File: config.mk
export PLATFORM = sky130hd
export DESIGN_NAME = bnn_layer_scheduler_flat
export DESIGN_NICKNAME = d
export VERILOG_FILES = /design/src/rtl/bnn_pkg.sv /design/src/rtl/bnn_layer_scheduler_if.sv /design/src/rtl/layer_watchdog.sv /design/src/rtl/bnn_layer_scheduler.sv /design/src/flat_wrapper.sv
export SDC_FILE = /design/constraint.sdc
export NUM_CORES = 1
export LEC_CHECK = 0
export BUFFER_PORTS_ARGS = -buffer_cell sky130_fd_sc_hd__buf_2
export CAP_MARGIN = 40
export CORE_MARGIN = 2
export CORE_UTILIZATION = 51
export DETAILED_ROUTE_END_ITERATION = 10
export PLACE_DENSITY = 0.77
export SYNTH_ARGS = -nofsm -noshare
export SYNTH_HDL_FRONTEND = slang
export SYNTH_SLANG_ARGS = --single-unit
File: constraint.sdc
create_clock -name clk -period 2.75 [get_ports clk]
set_input_delay 0.4125 -clock clk [delete_from_list [all_inputs] [get_ports clk]]
set_output_delay 0.4125 -clock clk [all_outputs]
set_load 0.01 [all_outputs]
File: src/rtl/bnn_pkg.sv
// Shared types and constants for the binary CNN layer scheduler.
package bnn_pkg;

  typedef enum logic [3:0] {
    ST_IDLE  = 4'd0,
    ST_S1    = 4'd1,
    ST_W1    = 4'd2,
    ST_S2    = 4'd3,
    ST_W2    = 4'd4,
    ST_S3    = 4'd5,
    ST_W3    = 4'd6,
    ST_FIN   = 4'd7,
    ST_ERROR = 4'd8
  } sched_state_t;

  localparam logic [1:0] LAYER_CONV1 = 2'd0;
  localparam logic [1:0] LAYER_CONV2 = 2'd1;
  localparam logic [1:0] LAYER_FC    = 2'd2;
  localparam int         N_LAYERS    = 3;

  // First enabled layer at index >= from; FIN when none remain.
  function automatic sched_state_t first_enabled(input logic [2:0] mask, input logic [1:0] from);
    if (from == LAYER_CONV1 && mask[0]) return ST_S1;
    if (from <= LAYER_CONV2 && mask[1]) return ST_S2;
    if (from <= LAYER_FC && mask[2])    return ST_S3;
    return ST_FIN;
  endfunction

endpackage

File: src/rtl/bnn_layer_scheduler_if.sv
// Host and layer-engine handshake bundle for the layer scheduler.
interface bnn_layer_scheduler_if #(parameter int CNT_W = 16);

  logic             start;
  logic             abort;
  logic [2:0]       run_mask;
  logic             done_conv1;
  logic             done_conv2;
  logic             done_fc;
  logic             begin_conv1;
  logic             begin_conv2;
  logic             begin_fc;
  logic             busy;
  logic             done;
  logic             error;
  logic [1:0]       err_layer;
  logic [CNT_W-1:0] lat_conv1;
  logic [CNT_W-1:0] lat_conv2;
  logic [CNT_W-1:0] lat_fc;

  modport master (
    input  start, abort, run_mask, done_conv1, done_conv2, done_fc,
    output begin_conv1, begin_conv2, begin_fc, busy, done, error, err_layer,
           lat_conv1, lat_conv2, lat_fc
  );

  modport slave (
    output start, abort, run_mask, done_conv1, done_conv2, done_fc,
    input  begin_conv1, begin_conv2, begin_fc, busy, done, error, err_layer,
           lat_conv1, lat_conv2, lat_fc
  );

endinterface

File: src/rtl/layer_watchdog.sv
// Saturating wait-cycle counter shared by all engine wait states.
module layer_watchdog #(
  parameter int CNT_W       = 16,
  parameter int TIMEOUT_CYC = 4096
) (
  input  logic             clk,
  input  logic             rst_n,
  input  logic             clr,
  input  logic             en,
  output logic [CNT_W-1:0] count,
  output logic             expired
);

  localparam logic [CNT_W-1:0] CNT_MAX = '1;
  localparam logic [CNT_W-1:0] LIMIT   = CNT_W'(TIMEOUT_CYC - 1);

  // NOTE: sequential state uses non-blocking assignments so every register samples pre-edge values.
  always_ff @(posedge clk or negedge rst_n) begin
    if (!rst_n)                         count <= '0;
    else if (clr)                       count <= '0;
    else if (en && (count != CNT_MAX))  count <= count + 1'b1;
  end

  // Fires in the last allowed wait cycle; the caller lets a same-cycle done win.
  assign expired = en && (count == LIMIT);

endmodule

File: src/rtl/bnn_layer_scheduler.sv
// Sequences conv1 -> conv2 -> fc engines with per-layer latency capture and a watchdog.
module bnn_layer_scheduler
  import bnn_pkg::*;
#(
  parameter int CNT_W       = 16,
  parameter int TIMEOUT_CYC = 4096
) (
  input  logic                 clk,
  input  logic                 rst_n,
  bnn_layer_scheduler_if.master bus
);

  sched_state_t       state, nxt;
  logic [2:0]         mask_q;
  logic [2:0]         begin_q;
  logic               done_q, busy_q, error_q;
  logic [1:0]         err_layer_q;
  logic [CNT_W-1:0]   lat_q [N_LAYERS];

  logic [1:0]         cur_layer;
  logic               in_start, in_wait, layer_done, start_ok;
  logic [2:0]         done_vec;
  logic [CNT_W-1:0]   wd_count, lat_next;
  logic               wd_expired;

  // NOTE: every signal written in always_comb gets a default first, so no latch can be inferred.
  always_comb begin
    cur_layer = LAYER_CONV1;
    in_start  = 1'b0;
    in_wait   = 1'b0;
    case (state)
      ST_S1: in_start = 1'b1;
      ST_W1: in_wait  = 1'b1;
      ST_S2: begin cur_layer = LAYER_CONV2; in_start = 1'b1; end
      ST_W2: begin cur_layer = LAYER_CONV2; in_wait  = 1'b1; end
      ST_S3: begin cur_layer = LAYER_FC;    in_start = 1'b1; end
      ST_W3: begin cur_layer = LAYER_FC;    in_wait  = 1'b1; end
      default: ;
    endcase
  end

  assign done_vec   = {bus.done_fc, bus.done_conv2, bus.done_conv1};
  assign layer_done = in_wait && done_vec[cur_layer];
  assign start_ok   = (state == ST_IDLE || state == ST_ERROR) && bus.start && !bus.abort;
  // Wait cycle n sees count n-1, so the stored latency is count+1 (saturating).
  assign lat_next   = (wd_count == '1) ? wd_count : wd_count + 1'b1;

  layer_watchdog #(.CNT_W(CNT_W), .TIMEOUT_CYC(TIMEOUT_CYC)) u_wdog (
    .clk     (clk),
    .rst_n   (rst_n),
    .clr     (in_start),
    .en      (in_wait),
    .count   (wd_count),
    .expired (wd_expired)
  );

  always_comb begin
    nxt = state;
    case (state)
      ST_IDLE, ST_ERROR: if (bus.start) nxt = first_enabled(bus.run_mask, LAYER_CONV1);
      ST_S1:             nxt = ST_W1;
      ST_S2:             nxt = ST_W2;
      ST_S3:             nxt = ST_W3;
      ST_W1, ST_W2, ST_W3: begin
        if (layer_done)      nxt = first_enabled(mask_q, cur_layer + 2'd1);
        else if (wd_expired) nxt = ST_ERROR;
      end
      ST_FIN:            nxt = ST_IDLE;
      default:           nxt = ST_IDLE;
    endcase
    if (bus.abort) nxt = ST_IDLE;
  end

  always_ff @(posedge clk or negedge rst_n) begin
    if (!rst_n) begin
      state       <= ST_IDLE;
      mask_q      <= '0;
      begin_q     <= '0;
      done_q      <= 1'b0;
      busy_q      <= 1'b0;
      error_q     <= 1'b0;
      err_layer_q <= '0;
      // NOTE: the latency array is a handful of host-visible registers, so it is reset like any other output.
      for (int i = 0; i < N_LAYERS; i++) lat_q[i] <= '0;
    end else begin
      state   <= nxt;
      begin_q <= {nxt == ST_S3, nxt == ST_S2, nxt == ST_S1};
      done_q  <= (nxt == ST_FIN);
      busy_q  <= !(nxt == ST_IDLE || nxt == ST_ERROR);
      if (start_ok) mask_q <= bus.run_mask;

      if (in_wait && nxt == ST_ERROR) begin
        error_q     <= 1'b1;
        err_layer_q <= cur_layer;
      end else if (start_ok) begin
        error_q     <= 1'b0;
        err_layer_q <= '0;
      end else if (bus.abort) begin
        error_q     <= 1'b0;
      end

      if (!bus.abort) begin
        if (in_start)     lat_q[cur_layer] <= '0;
        else if (in_wait) lat_q[cur_layer] <= lat_next;
      end
    end
  end

  assign bus.begin_conv1 = begin_q[0];
  assign bus.begin_conv2 = begin_q[1];
  assign bus.begin_fc    = begin_q[2];
  assign bus.done        = done_q;
  assign bus.busy        = busy_q;
  assign bus.error       = error_q;
  assign bus.err_layer   = err_layer_q;
  assign bus.lat_conv1   = lat_q[LAYER_CONV1];
  assign bus.lat_conv2   = lat_q[LAYER_CONV2];
  assign bus.lat_fc      = lat_q[LAYER_FC];

endmodule
File: src/flat_wrapper.sv
// flat-port wrapper written by rule: the top's interface ports become plain ports
module bnn_layer_scheduler_flat import bnn_pkg::*;
#(
  parameter int CNT_W       = 16,
  parameter int TIMEOUT_CYC = 4096
)
  (clk, rst_n, bus_start, bus_abort, bus_run_mask, bus_done_conv1, bus_done_conv2, bus_done_fc, bus_begin_conv1, bus_begin_conv2, bus_begin_fc, bus_busy, bus_done, bus_error, bus_err_layer, bus_lat_conv1, bus_lat_conv2, bus_lat_fc);
  bnn_layer_scheduler_if #(.CNT_W(CNT_W)) bus_i ();
  input  logic clk;
  input  logic rst_n;
  input wire logic [$bits(bus_i.start)-1:0] bus_start;
  input wire logic [$bits(bus_i.abort)-1:0] bus_abort;
  input wire logic [$bits(bus_i.run_mask)-1:0] bus_run_mask;
  input wire logic [$bits(bus_i.done_conv1)-1:0] bus_done_conv1;
  input wire logic [$bits(bus_i.done_conv2)-1:0] bus_done_conv2;
  input wire logic [$bits(bus_i.done_fc)-1:0] bus_done_fc;
  output wire logic [$bits(bus_i.begin_conv1)-1:0] bus_begin_conv1;
  output wire logic [$bits(bus_i.begin_conv2)-1:0] bus_begin_conv2;
  output wire logic [$bits(bus_i.begin_fc)-1:0] bus_begin_fc;
  output wire logic [$bits(bus_i.busy)-1:0] bus_busy;
  output wire logic [$bits(bus_i.done)-1:0] bus_done;
  output wire logic [$bits(bus_i.error)-1:0] bus_error;
  output wire logic [$bits(bus_i.err_layer)-1:0] bus_err_layer;
  output wire logic [$bits(bus_i.lat_conv1)-1:0] bus_lat_conv1;
  output wire logic [$bits(bus_i.lat_conv2)-1:0] bus_lat_conv2;
  output wire logic [$bits(bus_i.lat_fc)-1:0] bus_lat_fc;
  assign bus_i.start = bus_start;
  assign bus_i.abort = bus_abort;
  assign bus_i.run_mask = bus_run_mask;
  assign bus_i.done_conv1 = bus_done_conv1;
  assign bus_i.done_conv2 = bus_done_conv2;
  assign bus_i.done_fc = bus_done_fc;
  assign bus_begin_conv1 = bus_i.begin_conv1;
  assign bus_begin_conv2 = bus_i.begin_conv2;
  assign bus_begin_fc = bus_i.begin_fc;
  assign bus_busy = bus_i.busy;
  assign bus_done = bus_i.done;
  assign bus_error = bus_i.error;
  assign bus_err_layer = bus_i.err_layer;
  assign bus_lat_conv1 = bus_i.lat_conv1;
  assign bus_lat_conv2 = bus_i.lat_conv2;
  assign bus_lat_fc = bus_i.lat_fc;
  bnn_layer_scheduler #(.CNT_W(CNT_W), .TIMEOUT_CYC(TIMEOUT_CYC)) u_core (.clk(clk), .rst_n(rst_n), .bus(bus_i));
endmodule
; ---- After elaboration in Yosys (flattened, before gate mapping)
; Cells that the tools add are included.
[word_totals]
ff_bits = 79
inputBits = 10
out_inout_bits = 56
[classes]
n_addsub = 2
magnitude_cmp = 5
n_eq_ne = 15
muxes = 59
n_bitwise = 4
n_reduce_logical = 27
[ops]
columns = operator, count
row1 = $mux 48, 2
row2 = $mux 16, 4
row3 = $mux 4, 16
row4 = $and 48x48->48, 1
row5 = $bwmux 48, 1
row6 = $not 48->48, 1
row7 = $demux 16 s2, 1
row8 = $mux 1, 30
row9 = $eq 4x3->1 const B, 5
row10 = $pmux 4 s5, 1
row11 = $add 16x1->16 const B, 1
row12 = $eq 16x12->1 const B, 1
row13 = $eq 16x16->1 const B, 1
row14 = $ne 16x16->1 const B, 1
row15 = $eq 4x2->1 const B, 3
row16 = $logic_and 1x1->1, 10
row17 = $eq 4x1->1 const B, 2
row18 = $eq 4x4->1 const B, 2
row19 = $logic_not 4->1, 2
row20 = $reduce_bool 2->1, 3
row21 = $reduce_or 2->1, 3
row22 = $reduce_or 3->1, 2
row23 = $mux 2, 2
row24 = $pmux 2 s2, 1
row25 = 14 further kinds, 16

; ---- Depth between registers and ports, before layout
[depth]
word_depth = 25
mapped_depth = 12

; ---- Hierarchy
; From an unflattened synthesis, not the netlist that was laid out.
[hier_totals]
hier_cells = 406
area_unflattened_um2 = 3985.1
[by_module_without_submodules]
columns = mod, instances, cells_each, area_per_inst_um2, seq_area_each_um2
row1 = bnn_layer_scheduler, 1, 311, 3093.0, 1576.5
row2 = layer_watchdog, 1, 95, 892.1, 400.4

; ---- Least setup slack after synthesis
; No wires, ideal clock.
[synth_timing]
kind = register -> register
from = register u_core.state[1]
to = register u_core.begin_q[0]
setup_ns = 0.096
arrival_ns = 2.595
setup_slack_ns = 0.059
path_stages_with_launch = 11
n_path_buf = 0
period_less_slack_ns = 2.691
cell_sequence = dfrtp_1 > or3b_1 > a21o_1 > ha_1 > maj3_2 > o211ai_2 > nand3_2 > nor4b_4 > o31ai_4 > inv_2 > nor4_2
[synth_via]
elab_chain_len = 18
[synth_lines]
columns = element, line_no
row1 = start: declaration, bnn_layer_scheduler.sv:13  ; sched_state_t state, nxt;
row2 = start signal: assignment, bnn_layer_scheduler.sv:86  ; state <= nxt;
row3 = $eq 4x3->1 / $eq 4x2->1 (equally long branches), "bnn_layer_scheduler.sv:31, bnn_layer_scheduler.sv:59"
row4 = $reduce_or 2->1 (no source line), -
row5 = $pmux 2 s2, bnn_layer_scheduler.sv:31  ; case (state)
row6 = $add 2x1->2, bnn_layer_scheduler.sv:65  ; if (layer_done) nxt = first_enabled(mask_q, cur_layer + 2'd1);
row7 = $le 2x2->1, bnn_pkg.sv:25  ; if (from <= LAYER_FC && mask[2]) return ST_S3;
row8 = $logic_and 1x1->1, bnn_pkg.sv:25
row9 = $mux 1 (2 in series), bnn_pkg.sv:25
row10 = $mux 1, bnn_pkg.sv:24  ; if (from <= LAYER_CONV2 && mask[1]) return ST_S2;
row11 = [2 not listed], -
row12 = $mux 4, bnn_pkg.sv:26  ; return ST_FIN;
row13 = $mux 4, bnn_pkg.sv:25
row14 = $mux 4, bnn_pkg.sv:24
row15 = $mux 4, bnn_layer_scheduler.sv:65
row16 = $pmux 4 s5 (*), bnn_layer_scheduler.sv:59  ; case (state)
row17 = $mux 4 (*), bnn_layer_scheduler.sv:71  ; if (bus.abort) nxt = ST_IDLE;
row18 = named net u_core.nxt[2], bnn_layer_scheduler.sv:13
row19 = $eq 4x1->1 (*), bnn_layer_scheduler.sv:87  ; begin_q <= {nxt == ST_S3, nxt == ST_S2, nxt == ST_S1};
row20 = end signal: assignment, bnn_layer_scheduler.sv:87
row21 = end: declaration, bnn_layer_scheduler.sv:15  ; logic [2:0] begin_q;
; Mark *: on every way through the listed nets, which the timed path passes. The rest lies on a longest branch. The select of a mux whose other input is x is not followed.
; A chain may end at the register's enable or synchronous reset.

; ---- Worst setup path in the final report
[layout_timing]
from = register u_core.state[0]
to = register u_core.begin_q[2]
[layout_via]
elab_chain_len = 18
[layout_lines]
columns = element, line_no
row1 = $eq 4x3->1 / $eq 4x2->1 (equally long branches), "bnn_layer_scheduler.sv:31, bnn_layer_scheduler.sv:59"
row2 = $reduce_or 2->1 (no source line), -
row3 = $pmux 2 s2, bnn_layer_scheduler.sv:31
row4 = $add 2x1->2, bnn_layer_scheduler.sv:65
row5 = $le 2x2->1, bnn_pkg.sv:25
row6 = $logic_and 1x1->1, bnn_pkg.sv:25
row7 = $mux 1 (2 in series), bnn_pkg.sv:25
row8 = $mux 1, bnn_pkg.sv:24
row9 = $mux 1, bnn_layer_scheduler.sv:65
row10 = $mux 1, bnn_layer_scheduler.sv:59
row11 = $mux 4, bnn_pkg.sv:26
row12 = $mux 4, bnn_pkg.sv:25
row13 = $mux 4, bnn_pkg.sv:24
row14 = $mux 4, bnn_layer_scheduler.sv:65
row15 = $pmux 4 s5 (*), bnn_layer_scheduler.sv:59
row16 = $mux 4 (*), bnn_layer_scheduler.sv:71
row17 = $eq 4x3->1 (*), bnn_layer_scheduler.sv:87
; Every way passes the cells marked *; elsewhere a longest branch is shown, timed or not. The select of a mux whose other input is x is not followed.

==> impl_metrics.tcl <==
set metrics [dict create \
    area.growth.synth_to_final_pct 19.83 \
    dr.pass1.iters 4 \
    drv_cap 0 \
    cts_buffers 9 \
    failed_checks "negative setup slack" \
    worst-path-max-fanout 5 \
    synth_flop_cell "dfrtp_1" \
    ios 66 \
    layout_commonest_cell "dfrtp_1" \
    grt_setup_unrepaired "true" \
    grt_use_met1_pct 27.31 \
    nets 446 \
    fin_util_pct 63.95 \
    synth.distinct_cells 57 \
    synthCells 350 \
    drt-total-wl_um 8518 \
    grt_pass1_wl_um 14130 \
    grt_start_max_net_pins 67 \
    cts_sinks 79 \
    power.switching_w 0.001189 \
    path_clk_slew_ns 0.08 \
    die_x_um 91.59 \
    hold_path.class "input port to flop" \
    drv_slew 0 \
    layout.cells.non_filler 534 \
    synth-async-reset-ratio_pct 100.0 \
    synth_seq_cells 79 \
    regArea_mm2 0.001977 \
    netSwitchingFraction_pct 34.19 \
    power_frac_clock_pct 26.9 \
    period_needed_ns 2.755 \
    route.detailed.drc 0 \
    drt-wirelength-per-cell_um 15.95 \
    met2_usage_pct 35.85 \
    crit_type "flop to flop" \
    vdd.ir_drop.worst_uv 543.9 \
    cts_tree "done" \
    crit_arrival_ns 2.98 \
    final_cell_mix "dfrtp_1 (79), buf_2 (64), mux2_2 (45)" \
    setup_violations 1 \
    start_util_pct 53.37 \
    cp-end-kind "flop" \
    synth.yosys.seq_area_share_pct 50.53 \
    intPower_w 0.002288 \
    multi_input_area_mm2 0.001841 \
    via_per_inst 5.526 \
    status "finished, violations left" \
    n_antenna_cell 0 \
    post-dp-hpwl_um 5861 \
    power_frac_seq_pct 40.0 \
    drt_iter0_drc 104 \
    fillers 642 \
    max-slew-margin-rel_pct 41.40 \
    antenna_found_initial 0 \
    leakage_nw 2.444 \
    grt_busiest_layer "met2" \
    yosys_warnings 0 \
    finalWeightedCongestion 0.8928 \
    skew_ns 0.007486 \
    fin_ws_ns -0.004660 \
    hold_violations 0 \
    grtUsageMet3_pct 4.896 \
    synth_nets 366 \
    finalCritPeriodShare_pct 100.2 \
    gr-usage-all-layers_pct 21.39 \
    cts_root_buf "clkbuf_8" \
    placementRows 31 \
    core_area_mm2 0.007331 \
    p_comb_share_pct 33.1 \
    synth_area_mm2 0.003913 \
    timing.fmax_mhz 363.0 \
    die_area_mm2 0.008388 \
    power.density_mw_per_mm2 741.7 \
    vias 2951 \
    io_buffers 65 \
    worst_pin_slew_ns 0.8698 \
    clockBufferDepth 2 \
    synth_edf_count 0 \
    clk_latency_ns 0.36 \
    crit_path_start_kind "flop" \
    required_ns 2.97 \
    dp_cells 515 \
    avgSynthCellArea_um2 11.18 \
    overflow 0 \
    htreeDepth 3 \
    ant_nets 0 \
    drive_gt1_share_pct 39.08 \
    first_global_vias 2939 \
    die_height_um 91.59 \
]
[cell type report]
class / count / area share (%)
clock buffer: 11 / 2.802
multi-input combinational: 246 / 39.26
timing repair buffer: 85 / 10.68
tap: 99 / 2.642
clock inverter: 5 / 1.735
inverter: 9 / 0.7206
sequential: 79 / 42.17
[sequential cells by signal (all words and copies together) (netlist names)]
signal                flops
u_core.begin_q            3
u_core.bus.busy           1
u_core.bus.lat_conv1     16
u_core.bus.lat_fc        16
u_core.bus.error          1
u_core.u_wdog.count      16
u_core.mask_q             3
u_core.bus.lat_conv2     16
u_core.bus.err_layer      2
u_core.state              4
u_core.bus.done           1
[timing repair]
action / in CTS / in global routing
setup endpoints to repair: 1 / 6
pin swaps: 1 / 8
hold endpoints to repair: 13 / 0
setup buffers: 0 / 2
resized for setup: 0 / 7
hold buffers: 1 / 0
[per-layer routing]
| layer | vias up | part of all wire (%) |
|---|---|---|
| met1 | 1476 | 44 |
| met2 | 76 | 50 |
| met4 | 0 | 1.5 |
| met5 | - | 0 |
| li1 | 1386 | - |
| met3 | 13 | 4.8 |
[worst max-delay path: stages, from the launching register on]
cell and delay [ns]:
dfrtp_1 0.44, or3b_4 0.42, a21o_1 0.18, ha_2 0.18, maj3_2 0.30, o211ai_2 0.20, nand3_2 0.16, nor4b_4 0.18
o31ai_4 0.33, buf_4 0.17, nor4_2 0.04
[metrics by stage]
stage	setup slack (ns)	hold WS, ns	area, µm²	power, W	setup TNS, ns
3_3_place_gp	0.1065	0.4642	4398	0.002480	0
4_1_cts	0.05680	0.2847	4648	0.003460	0
2_1_floorplan	0.05935	0.1169	3913	0.002142	0
5_1_grt	-0.09300	0.2985	4688	0.003668	-0.3173
6_report	-0.004660	0.2859	4688	0.003477	-0.004660
3_5_place_dp	0.01461	0.2833	4425	0.002519	0
[power by group through the flow]
| stage | logic (W) | clock network [W] | registers, W |
|---|---|---|---|
| finish | 0.00115 | 0.000935 | 0.00139 |
| global placement | 0.00107 | 0 | 0.00141 |
| floorplan | 0.000697 | 0 | 0.00145 |
| global route | 0.00126 | 0.00100 | 0.00141 |
| CTS | 0.00112 | 0.000950 | 0.00140 |
| detailed placement | 0.00110 | 0 | 0.00142 |
[cells in the mapped netlist, drive strengths merged, types with 2 or more instances]
master  instances  area, µm²
nand2b          8      50.05
mux2           45      506.7
a21oi          17      96.35
nor2           27      103.9
o211ai          3      27.52
nand2          30      120.1
buf            13      77.57
nor2b           5      31.28
ha              6      75.07
o31ai           2      28.78
or3             2      12.51
nand3           7      40.04
o22ai           2      12.51
nand3b          4      30.03
o21ai          22      110.1
nand4           3      25.02
xor2            7      61.31
mux2i           5      50.05
clkbuf          3      12.51
inv             9      33.78
nor3            4      20.02
and3            7      43.79
dfrtp          79       1977
a22o            3      26.28
nor4b           2      38.78
or2             2      12.52
and4            3      26.28
xnor2           9      78.83
nor4            3      46.29
and2            5      31.28
[final timing paths]
path,start,end,slack (ns),depth (start not counted)
worst max-delay path,u_core.state[0],u_core.begin_q[2],-0.005,10
worst min-delay path,bus_run_mask[2],u_core.mask_q[2],0.29,3
worst max register to register,u_core.state[0],u_core.begin_q[2],-0.005,10
worst min register to register,u_core.mask_q[2],u_core.mask_q[2],0.48,2
max in group asynchronous,rst_n,u_core.begin_q[1],1.73,3
min in group asynchronous,rst_n,u_core.state[0],0.45,2
[cells by family (layout without fill, tap and decap cells)]
logic type      Yosys count  in the layout  share of synthesized area (%)
compound gates           59             59                          9.723
xor+xnor                 16             16                          3.582
fa+ha+maj                 7              7                          2.207
buf+inv                  25            110                          3.166
flops                    79             79                          50.53
mux                      50             50                          14.23
simple gates            114            114                          16.57
Power figures use the tool's default switching activity.
